===== src/rtl/rpn_calc_stack.sv =====
// rpn_calc_stack: RPN calculator with an integrated LIFO operand stack.
// Tokens arrive over an input stb/ack pair; POP results leave over an output stb/ack pair.
module rpn_calc_stack #(
    parameter  int unsigned DATA_W = 32,
    parameter  int unsigned DEPTH  = 16,
    localparam int unsigned CNT_W  = $clog2(DEPTH + 1)
) (
    input  logic              clk,
    input  logic              rst,
    input  logic              input_stb,
    input  logic [DATA_W-1:0] input_dat,
    input  logic              input_operator,
    output logic              input_ack,
    output logic              output_stb,
    output logic [DATA_W-1:0] output_dat,
    input  logic              output_ack,
    output logic [CNT_W-1:0]  depth,
    output logic              err_underflow,
    output logic              err_overflow
);

    localparam int unsigned AW = (DEPTH > 1) ? $clog2(DEPTH) : 1;

    typedef enum logic [1:0] {
        S_IDLE,
        S_EXEC,
        S_OUT_WAIT,
        S_ACK
    } state_e;

    typedef enum logic [2:0] {
        OP_NOP  = 3'd0,
        OP_MUL  = 3'd1,
        OP_ADD  = 3'd2,
        OP_SUB  = 3'd3,
        OP_POP  = 3'd4,
        OP_DUP  = 3'd5,
        OP_SWAP = 3'd6,
        OP_CLR  = 3'd7
    } op_e;

    state_e              state_q;
    logic [CNT_W-1:0]    depth_q;
    logic                uf_q;
    logic                of_q;
    logic                in_ack_q;
    logic                out_stb_q;
    logic [DATA_W-1:0]   out_dat_q;
    logic [DATA_W-1:0]   tok_dat_q;
    logic                tok_op_q;
    logic [DATA_W-1:0]   mem_q [DEPTH];

    op_e                 op;
    logic [CNT_W-1:0]    t_idx;
    logic [CNT_W-1:0]    s_idx;
    logic [DATA_W-1:0]   t_val;
    logic [DATA_W-1:0]   s_val;
    logic [DATA_W-1:0]   alu;
    logic                empty;
    logic                lt2;
    logic                full;
    logic                exec_uf;
    logic                exec_of;
    logic [CNT_W-1:0]    exec_depth_d;

    assign input_ack     = in_ack_q;
    assign output_stb    = out_stb_q;
    assign output_dat    = out_dat_q;
    assign depth         = depth_q;
    assign err_underflow = uf_q;
    assign err_overflow  = of_q;

    // Decode of the latched token against the current stack depth.
    always_comb begin
        op           = op_e'(tok_dat_q[2:0]);
        t_idx        = depth_q - CNT_W'(1);
        s_idx        = depth_q - CNT_W'(2);
        t_val        = mem_q[t_idx[AW-1:0]];
        s_val        = mem_q[s_idx[AW-1:0]];
        empty        = (depth_q == '0);
        lt2          = (depth_q < CNT_W'(2));
        full         = (depth_q == CNT_W'(DEPTH));
        alu          = '0;
        exec_uf      = 1'b0;
        exec_of      = 1'b0;
        exec_depth_d = depth_q;
        if (!tok_op_q) begin
            if (full) exec_of = 1'b1;
            else      exec_depth_d = depth_q + CNT_W'(1);
        end else begin
            unique case (op)
                OP_MUL, OP_ADD, OP_SUB: begin
                    unique case (op)
                        OP_MUL:  alu = s_val * t_val;
                        OP_ADD:  alu = s_val + t_val;
                        default: alu = s_val - t_val;
                    endcase
                    if (lt2) exec_uf = 1'b1;
                    else     exec_depth_d = depth_q - CNT_W'(1);
                end
                OP_POP: begin
                    if (empty) exec_uf = 1'b1;
                end
                OP_DUP: begin
                    if (empty)     exec_uf = 1'b1;
                    else if (full) exec_of = 1'b1;
                    else           exec_depth_d = depth_q + CNT_W'(1);
                end
                OP_SWAP: begin
                    if (lt2) exec_uf = 1'b1;
                end
                OP_CLR: begin
                    exec_depth_d = '0;
                end
                default: ;
            endcase
        end
    end

    // Stack storage has no reset; entries above depth are don't-care.
    always_ff @(posedge clk) begin
        if (state_q == S_EXEC && !exec_uf && !exec_of) begin
            if (!tok_op_q) begin
                mem_q[depth_q[AW-1:0]] <= tok_dat_q;
            end else begin
                case (op)
                    OP_MUL, OP_ADD, OP_SUB: mem_q[s_idx[AW-1:0]] <= alu;
                    OP_DUP:                 mem_q[depth_q[AW-1:0]] <= t_val;
                    OP_SWAP: begin
                        mem_q[t_idx[AW-1:0]] <= s_val;
                        mem_q[s_idx[AW-1:0]] <= t_val;
                    end
                    default: ;
                endcase
            end
        end
    end

    always_ff @(posedge clk or posedge rst) begin
        if (rst) begin
            state_q   <= S_IDLE;
            depth_q   <= '0;
            uf_q      <= 1'b0;
            of_q      <= 1'b0;
            in_ack_q  <= 1'b0;
            out_stb_q <= 1'b0;
            out_dat_q <= '0;
            tok_dat_q <= '0;
            tok_op_q  <= 1'b0;
        end else begin
            case (state_q)
                S_IDLE: begin
                    if (input_stb) begin
                        tok_dat_q <= input_dat;
                        tok_op_q  <= input_operator;
                        state_q   <= S_EXEC;
                    end
                end
                S_EXEC: begin
                    depth_q <= exec_depth_d;
                    if (exec_uf) uf_q <= 1'b1;
                    if (exec_of) of_q <= 1'b1;
                    if (tok_op_q && op == OP_CLR) begin
                        uf_q <= 1'b0;
                        of_q <= 1'b0;
                    end
                    // A valid POP keeps its entry until the consumer accepts it.
                    if (tok_op_q && op == OP_POP && !empty) begin
                        out_dat_q <= t_val;
                        out_stb_q <= 1'b1;
                        state_q   <= S_OUT_WAIT;
                    end else begin
                        in_ack_q  <= 1'b1;
                        state_q   <= S_ACK;
                    end
                end
                S_OUT_WAIT: begin
                    if (output_ack) begin
                        out_stb_q <= 1'b0;
                        depth_q   <= depth_q - CNT_W'(1);
                        in_ack_q  <= 1'b1;
                        state_q   <= S_ACK;
                    end
                end
                S_ACK: begin
                    in_ack_q <= 1'b0;
                    state_q  <= S_IDLE;
                end
                default: state_q <= S_IDLE;
            endcase
        end
    end

endmodule


===== config.mk =====
export PLATFORM = sky130hd
export DESIGN_NAME = rpn_calc_stack
export DESIGN_NICKNAME = d
export VERILOG_FILES = /design/src/rtl/rpn_calc_stack.sv
export SDC_FILE = /design/constraint.sdc
export NUM_CORES = 2
export LEC_CHECK = 0
export ABC_AREA = 0
export CORE_MARGIN = 2
export CORE_UTILIZATION = 65
export DETAILED_ROUTE_END_ITERATION = 8
export HOLD_SLACK_MARGIN = 0.08
export PLACE_DENSITY_LB_ADDON = 0.12
export SETUP_SLACK_MARGIN = 0.05
export SLEW_MARGIN = 25
export SYNTH_ARGS = -nofsm -noshare
export SYNTH_HDL_FRONTEND = slang
export SYNTH_SLANG_ARGS = --single-unit

===== constraint.sdc =====
create_clock -name clk -period 13 [get_ports clk]
set_clock_uncertainty 0.2 [all_clocks]
set_input_delay 1.3 -clock clk [delete_from_list [all_inputs] [get_ports clk]]
set_output_delay 1.3 -clock clk [all_outputs]
set_load 0.02 [all_outputs]

# Word level (Yosys, flattened, before mapping)
# Memory sizes are Yosys's and may differ from the RTL's.
# Index checks and enable logic that the tools add are counted.
# Widths: inputs -> output; s select.
# op_classes
eq_ne,18
magnitude_cmp,1
addsub,5
reduce_logical,26
mux,52
n_bitwise,2
mul,1
# op_table
op,count
$mux 32,5
$pmux 32 s2,1
$add 32x32->32,1
$mul 32x32->32,1
$mux 1,32
$reduce_or 32->1,1
$sub 32x32->32,1
$mux 5,5
$pmux 5 s3,1
$eq 3x3->1 const B,4
$pmux 5 s2,1
$reduce_and 2->1,5
$ne 4x4->1 const B,2
$pmux 2 s4,1
$eq 3x2->1 const B,2
$ne 2x2->1 const B,3
$reduce_and 3->1,2
$reduce_bool 2->1,3
$add 5x1->5 const B,1
$eq 5x5->1 const B,1
$logic_and 1x1->1,5
$logic_not 5->1,1
$lt 5x2->1 const B,1
$ne 5x2->1 const B,1
other kinds (18),24
# word_totals
regBits,76
in_bits,37
out_inout_bits,41
memories,1
ramBits,512
# mem_list
memory,words,width,read_ports,rd_clocked_by_memory_dff,write_ports,line_no,rtl
mem_q,16,32,2,0,2,51,logic [DATA_W-1:0] mem_q [DEPTH];

# Longest topological paths before layout
# logic_depth
word_depth,12
mapped_depth,48
ltp_nobuf,35

# Least setup slack after synthesis
# No wires, ideal clock.
# synth_timing
path_type,reg2reg
from,reg depth_q[1] (netlist: depth[1])
to,"mem mem_q[10][24], data pin"
path_slack_ps,1342
arrival_time_ps,11187
period_less_slack_ps,11658
path_buffers,14
required_time_ps,12530
stages_incl_launch_ff,44
cell_sequence,dfrtp_1 > buf_4 > buf_6 > buf_4 > buf_4 > buf_4 > buf_2 > inv_1 > ha_1 > buf_2 > buf_4 > buf_4 > buf_2 > buf_2 > mux4_2 > mux2i_1 > mux2_2 > clkbuf_1 > (+8 left out) > fa_1 > inv_1 > fa_1 > inv_1 > fa_1 > fa_1 > ha_1 > and3_1 > nand3_1 > or3_1 > o21ai_0 > a21boi_0 > o21bai_1 > xnor2_1 > nor2_1 > a2111oi_1 > clkbuf_1 > a21oi_1
# synth_rtl
element,line_no,rtl
start: declaration,43,logic [CNT_W-1:0] depth_q;
start signal: assignment,160,depth_q <= exec_depth_d;
start signal: assignment,180,depth_q <= depth_q - CNT_W'(1);
end: declaration,51,

==> qor.yml <==
die_area_um2: 80600
num_antenna_cells: 0
synth_cell_type_count: 76
first_global_vias: 40300
tightestPinTransition_ps: 1130
synth_top_cell_by_area: "edfxtp_1"
fin_tns_setup_ps: 0
place_hpwl_mm: 115
dieHeight_um: 284
vias: 39500
maxClockFrequency_mhz: 85.1
fin_crit_ps: 11760
drc_errors: 0
grt-ovfl-total: 0
use_met3: 0.128
maxSlewViolCount: 0
crit_type: "register to register"
worst_setup_path_end_kind: "register"
cts.sinks: 588
place_congestion: 1.06
seqCellArea_um2: 17300
nFillCells: 5726
hp-class: "register to register"
via_per_inst: 6.75
worstPathMaxFanout: 38
hold_buffers: 0
relSlewSlack: 0.243
cts_root_buf: "clkbuf_16"
synth_area_leaders: "edfxtp_1 (30%), fa_1 (16%), mux4_2 (12%), nor2_1 (6.0%), a21oi_1 (5.4%)"
ant_nets: 0
cts_buffers: 69
path_clk_slew_ps: 60
critical_path_required_ps: 13160
netlist_area_um2: 50900
cts_resized: 0
status: "finished clean"
grt_antenna_before_repair: 3
cts_setup_buffers: 0
start_util: 0.658
clk_latency_ps: 670
rsz0062_at_grt: "false"
htree_levels: 3
grt_util_met1: 0.551
clockBufferDepth: 3
ios: 78
wl_per_cell_um: 29.4
cpMostUsedCell: "fa_1"
syn_area_per_cell_um2: 10.5
wirelength_mm: 172
drive_gt1_frac: 0.143
fp-row-count: 102
crit_path_max_incr_delay_ps: 810
synth.net_count: 5464
ys_seq_area_frac: 0.339
synth_cells: 4849
dr.pass1.iters: 8
die_w_um: 284
max_cap_violations: 0
tritoncts: "yes"
drt_iter0_drc: 5533
use_met2: 0.654
busiest_layer: "met2"
grt_pass1_wl_mm: 255
grtUsageTotal: 0.434
core_um2: 77500
multi_input_area_um2: 30500
grt_max_degree: 116
port_buffers: 77
synth_flop_cell: "edfxtp_1"
cp.arrival_ps: 11910
ys.warnings.count: 0
synthArstFlopShare: 0.129
crit_slowest_cell: "dfrtp_4"
area_growth_pct: 8.10
fin_crit_sh: 0.904
yosysTopAreaCellShare: 0.302
hold_viol: 0
synth_edf_count: 512
synth_seq_cells: 588
nets: 5374
cp-start-kind: "register"
setup_viol: 0
==> sequential cells by signal, summed over array words and instances, names as in the netlist <==
register       count
mem_q            512
output_dat        32
tok_dat_q         32
depth              5
state_q            2
err_overflow       1
err_underflow      1
input_ack          1
output_stb         1
tok_op_q           1
==> metal layers <==
metal,part of all wire,vias to the layer above
met3,0.14,782
met1,0.34,19300
met5,0.000076,-
met4,0.080,4
met2,0.44,3002
li1,-,16400
==> worst max-delay path, delay by kind of cell (launching register included) <==
kind | cells | cell delay (ps)
compound gates | 7 | 1880
mux | 2 | 1060
flops | 1 | 810
fa+ha+maj | 10 | 4580
simple gates | 5 | 1480
buf+inv | 7 | 1360
==> cell usage in the layout, fill, tap and decap left out, drive strengths merged, types with 76 or more instances in the layout <==
| master | count |
|---|---|
| xnor2 | 107 |
| inv | 476 |
| clkbuf | 80 |
| a21oi | 559 |
| buf | 146 |
| fa | 409 |
| dfrtp | 76 |
| mux4 | 276 |
| ha | 169 |
| mux2i | 102 |
| clkdlybuf4s50 | 77 |
| edfxtp | 512 |
| nor2 | 813 |
| nand2 | 344 |
| o21ai | 115 |
==> worst paths after layout <==
check	start	end	slack, ps	depth (start not counted)
max	depth[0]	mem_q[9][27]	1240	31
min	output_dat[21]	output_dat[21]	270	2
max reg2reg	depth[0]	mem_q[9][27]	1240	31
min reg2reg	output_dat[21]	output_dat[21]	270	2
max in group asynchronous	rst	depth[0]	11020	3
min in group asynchronous	rst	state_q[1]	940	3
==> stage by stage <==
stage | instance area [µm²] | util | hold WS (ps) | instances | setup WS, ps
6_report | 55100 | 0.711 | 275 | 5851 | 1240
5_1_grt | 55100 | 0.711 | 303 | 5851 | 933
4_1_cts | 55100 | 0.711 | 281 | 5851 | 1510
3_5_place_dp | 52800 | 0.681 | 269 | 5728 | 1580
3_3_place_gp | 52800 | 0.681 | 260 | 5728 | 1750
2_1_floorplan | 50900 | - | 271 | 4849 | 1340
==> cell usage after synthesis (11+ instances only) <==
library cell,instances
ha_1,169
o21ai_0,95
o21ai_1,14
a21o_1,41
buf_2,28
mux4_2,276
nor2b_1,38
xor2_1,33
clkbuf_1,275
a21oi_1,549
buf_1,23
edfxtp_1,512
buf_6,27
and3_1,11
inv_1,464
buf_4,28
nand2b_1,57
xnor2_1,105
mux2_2,63
nor2_1,813
a31oi_1,17
fa_1,409
nand2_1,344
nand3_1,35
nor3_1,36
mux2i_1,100
dfrtp_1,76
and2_1,41
==> layout make-up <==
| type | count | share of cell area |
|---|---|---|
| clock inverter | 43 | 0.00857 |
| timing repair buffer | 223 | 0.0351 |
| multi-input combinational | 3396 | 0.554 |
| inverter | 481 | 0.0328 |
| tap | 1040 | 0.0236 |
| clock buffer | 80 | 0.0325 |
| sequential | 588 | 0.314 |
==> kinds of logic (layout without fill, tap and decap cells) <==
kind of cell,Yosys count,in the layout,synth area share
mux,441,441,0.156
xor+xnor,142,142,0.0255
compound gates,824,824,0.0905
simple gates,1411,1411,0.115
flops,588,588,0.339
fa+ha+maj,578,578,0.202
buf+inv,865,827,0.0711
Power is not shown: default switching activity piles up to over one toggle a cycle in this logic, so the estimate is an artifact.
